--- src/rtl/hazard_stall_ctrl.sv ---
// hazard_stall_ctrl: load-use and ID-branch interlock with bubble/flush control.
// Optional saturating stall/flush counters when HAZARD_STATS_EN is defined.
module hazard_stall_ctrl #(
  parameter int REG_AW   = 5,
  parameter int NSRC     = 2,
  parameter int LOAD_LAT = 2,
  parameter int CNT_W    = 16
) (
  input  logic                   CLK,
  input  logic                   RESET,
  input  logic                   ID_Valid,
  input  logic [NSRC*REG_AW-1:0] ID_Src,
  input  logic [NSRC-1:0]        ID_Src_Used,
  input  logic                   ID_Is_Branch,
  input  logic                   ID_Jump,
  input  logic                   Branch_Taken,
  input  logic                   EX_RegWrite,
  input  logic                   EX_MemRead,
  input  logic [REG_AW-1:0]      EX_RD,
  input  logic                   MEM_RegWrite,
  input  logic                   MEM_MemRead,
  input  logic [REG_AW-1:0]      MEM_RD,
  input  logic                   Stats_Clear,
  output logic                   PCWrite,
  output logic                   IFIDWrite,
  output logic                   IF_Flush,
  output logic                   Hazard_Ctrl,
  output logic [CNT_W-1:0]       Stall_Count,
  output logic [CNT_W-1:0]       Flush_Count
);

  typedef enum logic {RUN, STALL} state_t;

  localparam logic [2:0] LAT = 3'(LOAD_LAT);

  state_t     state;
  logic [1:0] cnt;
  logic [2:0] dep [NSRC];
  logic [2:0] depth;
  logic       stall;
  logic       flush;

  for (genvar k = 0; k < NSRC; k++) begin : g_src
    logic [REG_AW-1:0] src;
    logic              rd_ok;
    logic              hit_ex;
    logic              hit_mem;
    logic [2:0]        d_ex;
    logic [2:0]        d_mem;

    assign src     = ID_Src[k*REG_AW +: REG_AW];
    assign rd_ok   = ID_Valid & ID_Src_Used[k] & (src != '0);
    assign hit_ex  = rd_ok & EX_RegWrite & (src == EX_RD);
    assign hit_mem = rd_ok & MEM_RegWrite & (src == MEM_RD);

    always_comb begin
      d_ex = 3'd0;
      unique case (1'b1)
        hit_ex & EX_MemRead & ID_Is_Branch:   d_ex = LAT;
        hit_ex & EX_MemRead & ~ID_Is_Branch:  d_ex = LAT - 3'd1;
        hit_ex & ~EX_MemRead & ID_Is_Branch:  d_ex = 3'd1;
        default:                              d_ex = 3'd0;
      endcase
    end

    // ALU results in MEM forward to ID in time; only loads still pending
    assign d_mem = (hit_mem & MEM_MemRead & ID_Is_Branch) ?
                   LAT - 3'd1 : 3'd0;

    assign dep[k] = (d_ex > d_mem) ? d_ex : d_mem;
  end

  always_comb begin
    depth = 3'd0;
    for (int k = 0; k < NSRC; k++) begin
      if (dep[k] > depth) depth = dep[k];
    end
  end

  assign stall = (state == STALL) | (depth != 3'd0);
  assign flush = ~stall & ID_Valid &
                 (ID_Jump | (ID_Is_Branch & Branch_Taken));

  always_comb begin
    PCWrite     = 1'b0;
    IFIDWrite   = 1'b0;
    IF_Flush    = 1'b0;
    Hazard_Ctrl = 1'b1;
    if (!RESET) begin
      PCWrite     = ~stall;
      IFIDWrite   = ~stall;
      IF_Flush    = flush;
      Hazard_Ctrl = stall;
    end
  end

  always_ff @(posedge CLK) begin
    if (RESET) begin
      state <= RUN;
      cnt   <= 2'd0;
    end else begin
      case (state)
        RUN: begin
          if (depth > 3'd1) begin
            state <= STALL;
            cnt   <= 2'(depth - 3'd1);
          end
        end
        STALL: begin
          if (cnt == 2'd1) begin
            state <= RUN;
            cnt   <= 2'd0;
          end else begin
            cnt <= cnt - 2'd1;
          end
        end
        default: begin
          state <= RUN;
          cnt   <= 2'd0;
        end
      endcase
    end
  end

`ifdef HAZARD_STATS_EN
  always_ff @(posedge CLK) begin
    if (RESET || Stats_Clear) begin
      Stall_Count <= '0;
      Flush_Count <= '0;
    end else begin
      if (stall && (Stall_Count != '1)) Stall_Count <= Stall_Count + 1'b1;
      if (flush && (Flush_Count != '1)) Flush_Count <= Flush_Count + 1'b1;
    end
  end
`else
  logic unused_stats;
  assign unused_stats = Stats_Clear;
  assign Stall_Count  = '0;
  assign Flush_Count  = '0;
`endif

endmodule

--- config.mk ---
export PLATFORM = sky130hd
export DESIGN_NAME = hazard_stall_ctrl
export DESIGN_NICKNAME = d
export VERILOG_FILES = /design/src/rtl/hazard_stall_ctrl.sv
export SDC_FILE = /design/constraint.sdc
export NUM_CORES = 1
export LEC_CHECK = 0
export ABC_AREA = 1
export ABC_CLOCK_PERIOD_IN_PS = 5000
export CAP_MARGIN = 20
export CELL_PAD_IN_SITES_DETAIL_PLACEMENT = 1
export CELL_PAD_IN_SITES_GLOBAL_PLACEMENT = 1
export CORE_MARGIN = 3
export CORE_UTILIZATION = 23
export DETAILED_ROUTE_END_ITERATION = 6
export GPL_TIMING_DRIVEN = 0
export PLACE_DENSITY_LB_ADDON = 0.1
export SLEW_MARGIN = 20
export SYNTH_ARGS = -nofsm -noshare
export SYNTH_HDL_FRONTEND = slang
export SYNTH_SLANG_ARGS = --single-unit
--- constraint.sdc ---
create_clock -name CLK -period 5 [get_ports CLK]
set_clock_uncertainty 0.1 [all_clocks]
set_input_delay 1 -clock CLK [delete_from_list [all_inputs] [get_ports CLK]]
set_output_delay 1 -clock CLK [all_outputs]
set_load 0.02 [all_outputs]
# Word level (Yosys, flattened, before mapping)
# Cells that the tools add are included.
# classes
add_sub_neg,2
n_lt_le_gt_ge,5
n_eq_ne,6
n_mux,17
bitwise_logic,35
n_reduce_logical,5
# ops
cell,n
bitwise AND 1 bit,29
== test 5 bit,4
two-way mux 3 bit,4
case mux 2 bit (2 select lines),3
nonzero test 5 bit,2
two-way mux 1 bit,7
> comparator 3 x 1 -> 1 bit,2
> comparator 3 x 1 -> 1 bit (second input constant),2
two-way mux 2 bit,2
NOT 1 bit,4
OR reduction 2 bit,2
subtractor 2 x 1 -> 2 bit (second input constant),2
> comparator 3 bit,1
nonzero test 3 bit,1
== test 2 x 1 -> 1 bit (second input constant),1
inequality test 2 bit (second input constant),1
bitwise OR 1 bit,2
case mux 1 bit (2 select lines),1
# word_totals
ff_bits,3
in_bits,33
output_inout_bits,36
elab_cells,72

# Depth between registers and ports, before layout
# Gate-level depths: netlist (run 1).
# depth
depth_word,20
mapped_depth,27

# Worst setup path before layout (run 1)
# OpenSTA, ideal clock, no wires.
# synth_timing
kind,input port to output port
start,in ID_Src[9]
end,out IF_Flush
arrival_time_ns,3.988
required_time_ns,3.900
path_slack_ns,-0.088
stages,20
path_buffers,0
cell_sequence,xnor2_1 -> o21ai_0 -> nor2_4 -> nand3_1 -> ha_1 -> nor2_1 -> nand4_1 -> nand2_1 -> inv_1 -> ha_1 -> nand2_1 -> o21a_1 -> inv_1 -> nand3_2 -> nand2_2 -> ha_1 -> inv_1 -> nor3_1 -> nand2_1 -> nor2_1
# synth_via
elab_chain_cells,18
elab_cells_between_ends,28
# synth_lines
element,line,text
from (decl),12,"input logic [NSRC*REG_AW-1:0] ID_Src,"
nonzero test 5 bit,52,assign rd_ok = ID_Valid & ID_Src_Used[k] & (src != '0);
bitwise AND 1 bit,52,
bitwise AND 1 bit (2 in a row),53,assign hit_ex = rd_ok & EX_RegWrite & (src == EX_RD);
"bitwise AND 1 bit, on equally long branches","59, 60, 61",
"bitwise AND 1 bit, on equally long branches","60, 61",
OR reduction 2 bit (no line),--,
case mux 2 bit (2 select lines),58,unique case (1'b1)
> comparator 3 x 1 -> 1 bit,70,assign dep[k] = (d_ex > d_mem) ? d_ex : d_mem;
two-way mux 3 bit (*),70,
> comparator 3 bit,76,if (dep[k] > depth) depth = dep[k];
two-way mux 3 bit (*),76,
nonzero test 3 bit (*),80,assign stall = (state == STALL) | (depth != 3'd0);
bitwise OR 1 bit (*),80,
NOT 1 bit (*),81,assign flush = ~stall & ID_Valid &
bitwise AND 1 bit (*) (2 in a row),81,
two-way mux 1 bit (*),89,if (!RESET) begin
to (decl),26,"output logic IF_Flush,"
# Mark *: on every way between the ends. The rest lies on a longest branch, timed or not.

# Worst setup path in the final report (run 1)
# layout_timing
start,in ID_Src_Used[0]
end,out IF_Flush
# layout_via
elab_chain_cells,20
elab_cells_between_ends,28
# layout_lines
element,line,text
from (decl),13,"input logic [NSRC-1:0] ID_Src_Used,"
bitwise AND 1 bit (*) (2 in a row),52,
bitwise AND 1 bit (2 in a row),53,
"bitwise AND 1 bit, on equally long branches","59, 60, 61",
"bitwise AND 1 bit, on equally long branches","60, 61",
OR reduction 2 bit (no line),--,
case mux 2 bit (2 select lines),58,
> comparator 3 x 1 -> 1 bit,70,
two-way mux 3 bit (*),70,
> comparator 3 x 1 -> 1 bit,76,
two-way mux 3 bit (*),76,
> comparator 3 bit,76,
two-way mux 3 bit (*),76,
nonzero test 3 bit (*),80,
bitwise OR 1 bit (*),80,
NOT 1 bit (*),81,
bitwise AND 1 bit (*) (2 in a row),81,
two-way mux 1 bit (*),89,
# Marks and branches as above.

==> flow_summary.json, run 1 <==
{
  "status": "completed",
  "area_growth_pct": 68.4,
  "die_x_um": 75.2,
  "cp-start-kind": "primary input",
  "worstHoldPathCells": 2,
  "synth_edf_count": 0,
  "drtAntennaViolNets": 0,
  "cpMaxStageDelayCell": "clkdlybuf4s50_1",
  "multi_input_area_um2": 911,
  "clockRootBuffer": "clkbuf_8",
  "post_drt_wl_per_cell_um": 9.28,
  "min_period_over_period_pct": 95.6,
  "avgViaCountPerCell": 3.90,
  "dr.pass1.iters": 3,
  "grt_util_all_layers_pct": 10.8,
  "worstPathCellList": "clkdlybuf4s50_1 -> nand2_1 -> inv_2 -> nand2_2 -> inv_1 -> nand3_2 -> inv_2 -> ha_4 -> nor2_2 -> nor2_1 -> nand2_2 -> nand2_2 -> ha_1 -> nand2_1 -> o21a_1 -> inv_1 -> nand3_2 -> nand2_2 -> ha_2 -> inv_2 -> nor3_4 -> nand2_1 -> nor2_1 -> buf_4",
  "whs_ns": 0.371,
  "crit_path_end_kind": "output pin",
  "highest_layer": "met3",
  "gr-total-overflow": 0,
  "drt_iter0_drc": 10,
  "cp_top_family": "simple AND/OR/NAND/NOR gates",
  "route.met3.wl_um": 223,
  "drcViolationCount": 0,
  "post-dp-hpwl_mm": 2.67,
  "min_to": "cnt[1]",
  "initial_utilization_pct": 24.6,
  "slowest_delay_ns": 0.45,
  "clock_latency_ns": 0.21,
  "die_h_um": 75.2,
  "hold_class": "reg2reg",
  "async_reset_ff_share_pct": 0,
  "cts_sinks": 3,
  "finalHoldViolCount": 0,
  "ys_seq_area_share_pct": 5.45,
  "synth_seq_cells": 3,
  "routed-via-count": 1301,
  "grt_pass1_wl_mm": 4.98,
  "setup_viol": 0,
  "hp-start": "cnt[1]",
  "stdcell_count": 334,
  "p_leak_uw": 0.00108,
  "timing.rr.start": "state",
  "cap_viol_max_count": 0,
  "timing.final.ws_setup_ns": 0.221,
  "gp_congestion": 0.693,
  "layout-drive-gt1-share_pct": 44.7,
  "netlist_top_cells_count": "nand2_1, buf_4, inv_1, nor2_1, ha_1",
  "htreeDepth": 1,
  "placedCellCount": 312,
  "irDropWorstVdd_mv": 0.117,
  "yosys.cell_types.count": 23,
  "clk_path_buf_depth": 2,
  "powerDensity_nw_per_um2": 111,
  "r2r_cells": 5,
  "antenna_found_initial": 0,
  "fin_setup_tns_ns": 0,
  "worstSetupPathType": "in2out",
  "p_total_uw": 205,
  "cp.arrival_ns": 3.68,
  "cts_hold_buf": 0,
  "period_needed_ns": 4.78,
  "numCtsBuffers": 3,
  "critPathRequiredTime_ns": 3.90,
  "ys.flop_type": "dfxtp_1",
  "cts.reportedPaths.clkPinSlew_ns": 0.03,
  "crit_fanout": 4,
  "nets": 324,
  "num_antenna_cells": 0,
  "io_pins": 69,
  "met2_wirelength_mm": 1.52,
  "die-area_um2": 5650,
  "met1_length_mm": 1.36,
  "core_um2": 4470,
  "critical_path_buf_inv_count": 7,
  "cts_tree": "done",
  "synth_top_area_share_pct": 22.5,
  "nFillCells": 616,
  "syn-instance-count": 194,
  "regArea_um2": 60.1,
  "drv_slew": 0,
  "max_freq_ghz": 0.209,
  "post-synth-top-count-cell": "nand2_1",
  "grt_pass1_vias": 1247,
  "avgSynthCellArea_um2": 5.68,
  "grt_max_degree": 7,
  "path_common_cell": "nand2_2",
  "row_count": 24,
  "place_ws_ns": -0.895,
  "rrSetupSlack_ns": 3.80,
  "synth_top_area_cell": "buf_4",
  "r2r-end": "cnt[1]",
  "port-buffer-count": 35,
  "yosysWarnings": 0,
  "wl_mm": 3.10,
  "syn_area_um2": 1100,
  "ys_top_cells_by_area": "buf_4, nand2_1, inv_1"
}
registers in the layout, summed over array words and instances, names as in the netlist:
name / flops
state: 1
cnt: 2
cells by family (layout without fill, tap and decap cells):
group,after synthesis,count (layout),share of synthesized area (%)
fa+ha+maj,8,8,9.09
other cells,1,32,0.341
buf+inv,68,125,34.4
xor+xnor,6,6,4.77
simple gates,98,98,40.0
flops,3,3,5.45
compound gates,10,10,5.91
worst max-delay path by stage:
stage | from | cells past startpoint | slack [ns] | end
floorplan | ID_Src[9] | 20 | 0.16 | IF_Flush
finish | ID_Src_Used[0] | 24 | 0.22 | IF_Flush
detailed placement | ID_Src[9] | 22 | -0.89 | IF_Flush
global placement | ID_Src[9] | 22 | -0.84 | IF_Flush
global route | ID_Src_Used[0] | 22 | -0.04 | IF_Flush
CTS | ID_Src[8] | 24 | 0.001 | IF_Flush
worst reg2reg max path: stages (launching register included):
cell and delay, ns:
dfxtp_1 0.46, inv_1 0.09, o21ai_0 0.08, inv_1 0.10
a211oi_1 0.19, a211oi_1 0.07
what timing repair did:
item | in CTS | in global routing
endpoints found under the setup margin | 4 | 4
resized for setup | 53 | 70
pin swaps | 20 | 39
setup buffers | 11 | 7
cells in the final DEF, fill, tap and decap left out, types with 4 or more instances in the layout:
| cell | n |
|---|---|
| buf_4 | 52 |
| nand2_1 | 49 |
| conb_1 | 32 |
| inv_1 | 19 |
| clkbuf_2 | 18 |
| nor2_1 | 16 |
| inv_2 | 15 |
| nand2_2 | 9 |
| nor2_4 | 5 |
| nor2_2 | 5 |
| xor2_1 | 5 |
| nand3_2 | 5 |
| ha_1 | 5 |
| clkdlybuf4s50_1 | 4 |
| clkdlybuf4s15_1 | 4 |
area by class of cell:
cell class	instances	area share, %
sequential	3	3.24
clock buffer	4	2.43
buffer	33	13.4
tap	52	3.51
multi-input combinational	154	49.1
timing repair buffer	53	21.1
inverter	35	7.22
stage by stage:
step,utilization (%),cell area (um^2)
global placement,36.6,1640
CTS,39.3,1760
detailed placement,36.6,1640
finish,41.4,1850
global route,41.4,1850
floorplan,-,1220
layer usage:
| layer | GRT usage (%) | vias to the layer above |
|---|---|---|
| met5 | 0 | - |
| met4 | 1.75 | 0 |
| met3 | 2.14 | 0 |
| met2 | 18.4 | 38 |
| met1 | 14.3 | 565 |
| li1 | - | 698 |
power breakdown:
group / total, uW / switching (uW) / internal, uW
clock: 68.0 / 13.8 / 54.2
sequential: 24.5 / 0.154 / 24.3
combinational: 113 / 64.3 / 48.6
total: 205 / 78.3 / 127
Note: power is estimated with default switching activity, not from simulation.
==> run 2, diff against run 1 <==
--- a/config.mk
+++ b/config.mk
@@ -8,13 +8,11 @@
 export ABC_AREA = 1
 export ABC_CLOCK_PERIOD_IN_PS = 5000
 export CAP_MARGIN = 20
-export CELL_PAD_IN_SITES_DETAIL_PLACEMENT = 1
-export CELL_PAD_IN_SITES_GLOBAL_PLACEMENT = 1
 export CORE_MARGIN = 3
-export CORE_UTILIZATION = 23
+export CORE_UTILIZATION = 37
 export DETAILED_ROUTE_END_ITERATION = 6
 export GPL_TIMING_DRIVEN = 0
-export PLACE_DENSITY_LB_ADDON = 0.1
+export PLACE_DENSITY = 0.81
 export SLEW_MARGIN = 20
 export SYNTH_ARGS = -nofsm -noshare
 export SYNTH_HDL_FRONTEND = slang
==> run 2 against run 1 <==
Compared with the run above:
- routed wire length decreased by 3.8%
- sequential cell count unchanged
- setup slack got worse by 0.074 ns
- count of clock-buffer cells in the layout unchanged
- clock power decreased by 35%
==> flow_summary.json, run 2 (synthesis results as in run 1) <==
{
  "drt_iter0_drc": 59,
  "post-dp-hpwl_mm": 2.27,
  "cp.arrival_ns": 3.75,
  "clk_path_buf_depth": 2,
  "critical_path_buf_inv_count": 7,
  "cts_sinks": 3,
  "cts_tree": "done",
  "largest_reg_flops": 2,
  "dr.pass1.iters": 4,
  "clockRootBuffer": "clkbuf_4",
  "worstSetupPathType": "in2out",
  "placed_cell_area_um2": 1610,
  "cap_viol_max_count": 0,
  "seq_power_share_pct": 13.7,
  "timing.final.ws_setup_ns": 0.146,
  "whs_ns": 0.391,
  "top_regs": "cnt x2, state x1",
  "mostFrequentLayoutCell": "nand2_1",
  "setup.worst_path.end": "PCWrite",
  "p_int_uw": 102,
  "io_pins": 69,
  "met2_usage_pct": 25.8,
  "irDropWorstVdd_mv": 0.0609,
  "grt_pass1_vias": 1077,
  "critPathRequiredTime_ns": 3.90,
  "period_needed_ns": 4.85,
  "p_sw_share_pct": 42.9,
  "layout.cells.most_common_list": "nand2_1, buf_4, conb_1, inv_1, nor2_1",
  "crit_fanout": 4,
  "place_ws_ns": -0.808,
  "use_met3_pct": 3.19,
  "max_freq_ghz": 0.206,
  "die-area_um2": 3670,
  "crit_start": "ID_Src_Used[0]",
  "row_count": 19,
  "cpMaxStageDelayCell": "clkdlybuf4s50_1",
  "num_antenna_cells": 0,
  "drtAntennaViolNets": 0,
  "gr-total-overflow": 0,
  "fin_setup_tns_ns": 0,
  "port-buffer-count": 35,
  "grt_pass1_wl_mm": 4.27,
  "powerDensity_nw_per_um2": 101,
  "grt_util_all_layers_pct": 14.6,
  "p_leak_uw": 0.00107,
  "regMostFlops": "cnt",
  "timing.rr.start": "state",
  "path_depth": 21,
  "grt_max_degree": 7,
  "clock_latency_ns": 0.24,
  "numCtsBuffers": 3,
  "area_growth_pct": 61.0,
  "path_common_cell": "nand2_2",
  "htreeDepth": 1,
  "antenna_found_initial": 0,
  "status": "completed",
  "core_um2": 2810,
  "r2r-end": "cnt[1]",
  "design_area_um2": 1770,
  "clkPwrFrac_pct": 24.8,
  "wl_mm": 2.98,
  "gp_congestion": 0.845,
  "p_switching_uw": 76.4,
  "layout-drive-gt1-share_pct": 39.6,
  "cp-start-kind": "primary input",
  "cts.reportedPaths.clkPinSlew_ns": 0.04,
  "routed-via-count": 1275,
  "finalHoldViolCount": 0,
  "die_h_um": 60.6,
  "die_x_um": 60.6,
  "initial_utilization_pct": 39.3,
  "rrSetupSlack_ns": 3.74,
  "r2r_cells": 5,
  "post_drt_wl_per_cell_um": 9.65,
  "grtUsageMet1_pct": 18.9,
  "setup_viol": 0,
  "drv_slew": 0,
  "drcViolationCount": 0,
  "busiest_layer": "met2",
  "avgViaCountPerCell": 4.13,
  "power_frac_comb_pct": 61.5,
  "cp_top_family": "simple AND/OR/NAND/NOR gates",
  "final_core_util_pct": 63.2,
  "crit_path_end_kind": "output pin",
  "worstPathCellList": "clkdlybuf4s50_1 -> nand2_1 -> inv_1 -> nand2_2 -> inv_1 -> nand3_1 -> inv_2 -> ha_4 -> nor2_4 -> nand4_1 -> nand2_2 -> ha_1 -> nand2_1 -> o21a_1 -> nand3_2 -> nand2_2 -> ha_4 -> inv_4 -> nor3_4 -> buf_4 -> buf_2",
  "hold_class": "reg2reg",
  "nets": 320,
  "slowest_delay_ns": 0.45,
  "min_period_over_period_pct": 97.1
}
[run 2: cell count changes in the layout (fill, tap and decap cells not counted), moves of 3 or more]
cell           change
clkbuf_8           -3
clkbuf_2           -5
nand2_1            +3
clkbuf_4           +3
dlygate4sd2_1      +6
buf_4              -4
nand2_2            -3
[run 2: timing repair]
| item | in CTS | in global routing |
|---|---|---|
| setup buffers | 9 | 5 |
| setup endpoints to repair | 4 | 4 |
| hold buffers | 0 | 0 |
| pin swaps | 27 | 26 |
| resized for setup | 53 | 51 |
[run 2: cell type report]
| cell class | count | area [um^2] |
|---|---|---|
| fill | 274 | 1030 |
| sequential | 3 | 60.1 |
| multi-input combinational | 154 | 891 |
| inverter | 35 | 134 |
| buffer | 33 | 248 |
| timing repair buffer | 49 | 375 |
| clock buffer | 4 | 26.3 |
| tap | 31 | 38.8 |
[run 2: metal layers]
layer / wire length (um) / up-vias
li1: - / 688
met1: 1210 / 539
met2: 1580 / 48
met3: 195 / 0
met4: 0 / 0
met5: 0 / -
[run 2: worst min path at each step]
stage,from,to,cells after the start
finish,cnt[1],cnt[1],2
CTS,cnt[1],cnt[1],2
global route,cnt[1],cnt[1],2
detailed placement,cnt[1],cnt[1],2
floorplan,cnt[1],cnt[1],2
global placement,cnt[1],cnt[1],2
[run 2: power by group through the flow]
| stage | logic (uW) | clock network (uW) | registers, uW |
|---|---|---|---|
| after detailed placement | 110 | 0 | 24.8 |
| after global placement | 109 | 0 | 24.8 |
| final | 110 | 44.2 | 24.4 |
| after CTS | 105 | 43.6 | 24.4 |
| after floorplan | 70.4 | 0 | 24.7 |
| after global routing | 121 | 45.8 | 24.5 |
[run 2: stage by stage]
step	cells	total power [uW]
final	309	178
after global routing	309	191
after CTS	304	173
after detailed placement	291	135
after global placement	291	134
after floorplan	225	95.2
[run 2: worst min-delay path, stage by stage (launching register included)]
cell      delay, ns
dfxtp_1        0.29
inv_1          0.07
a211oi_1       0.07
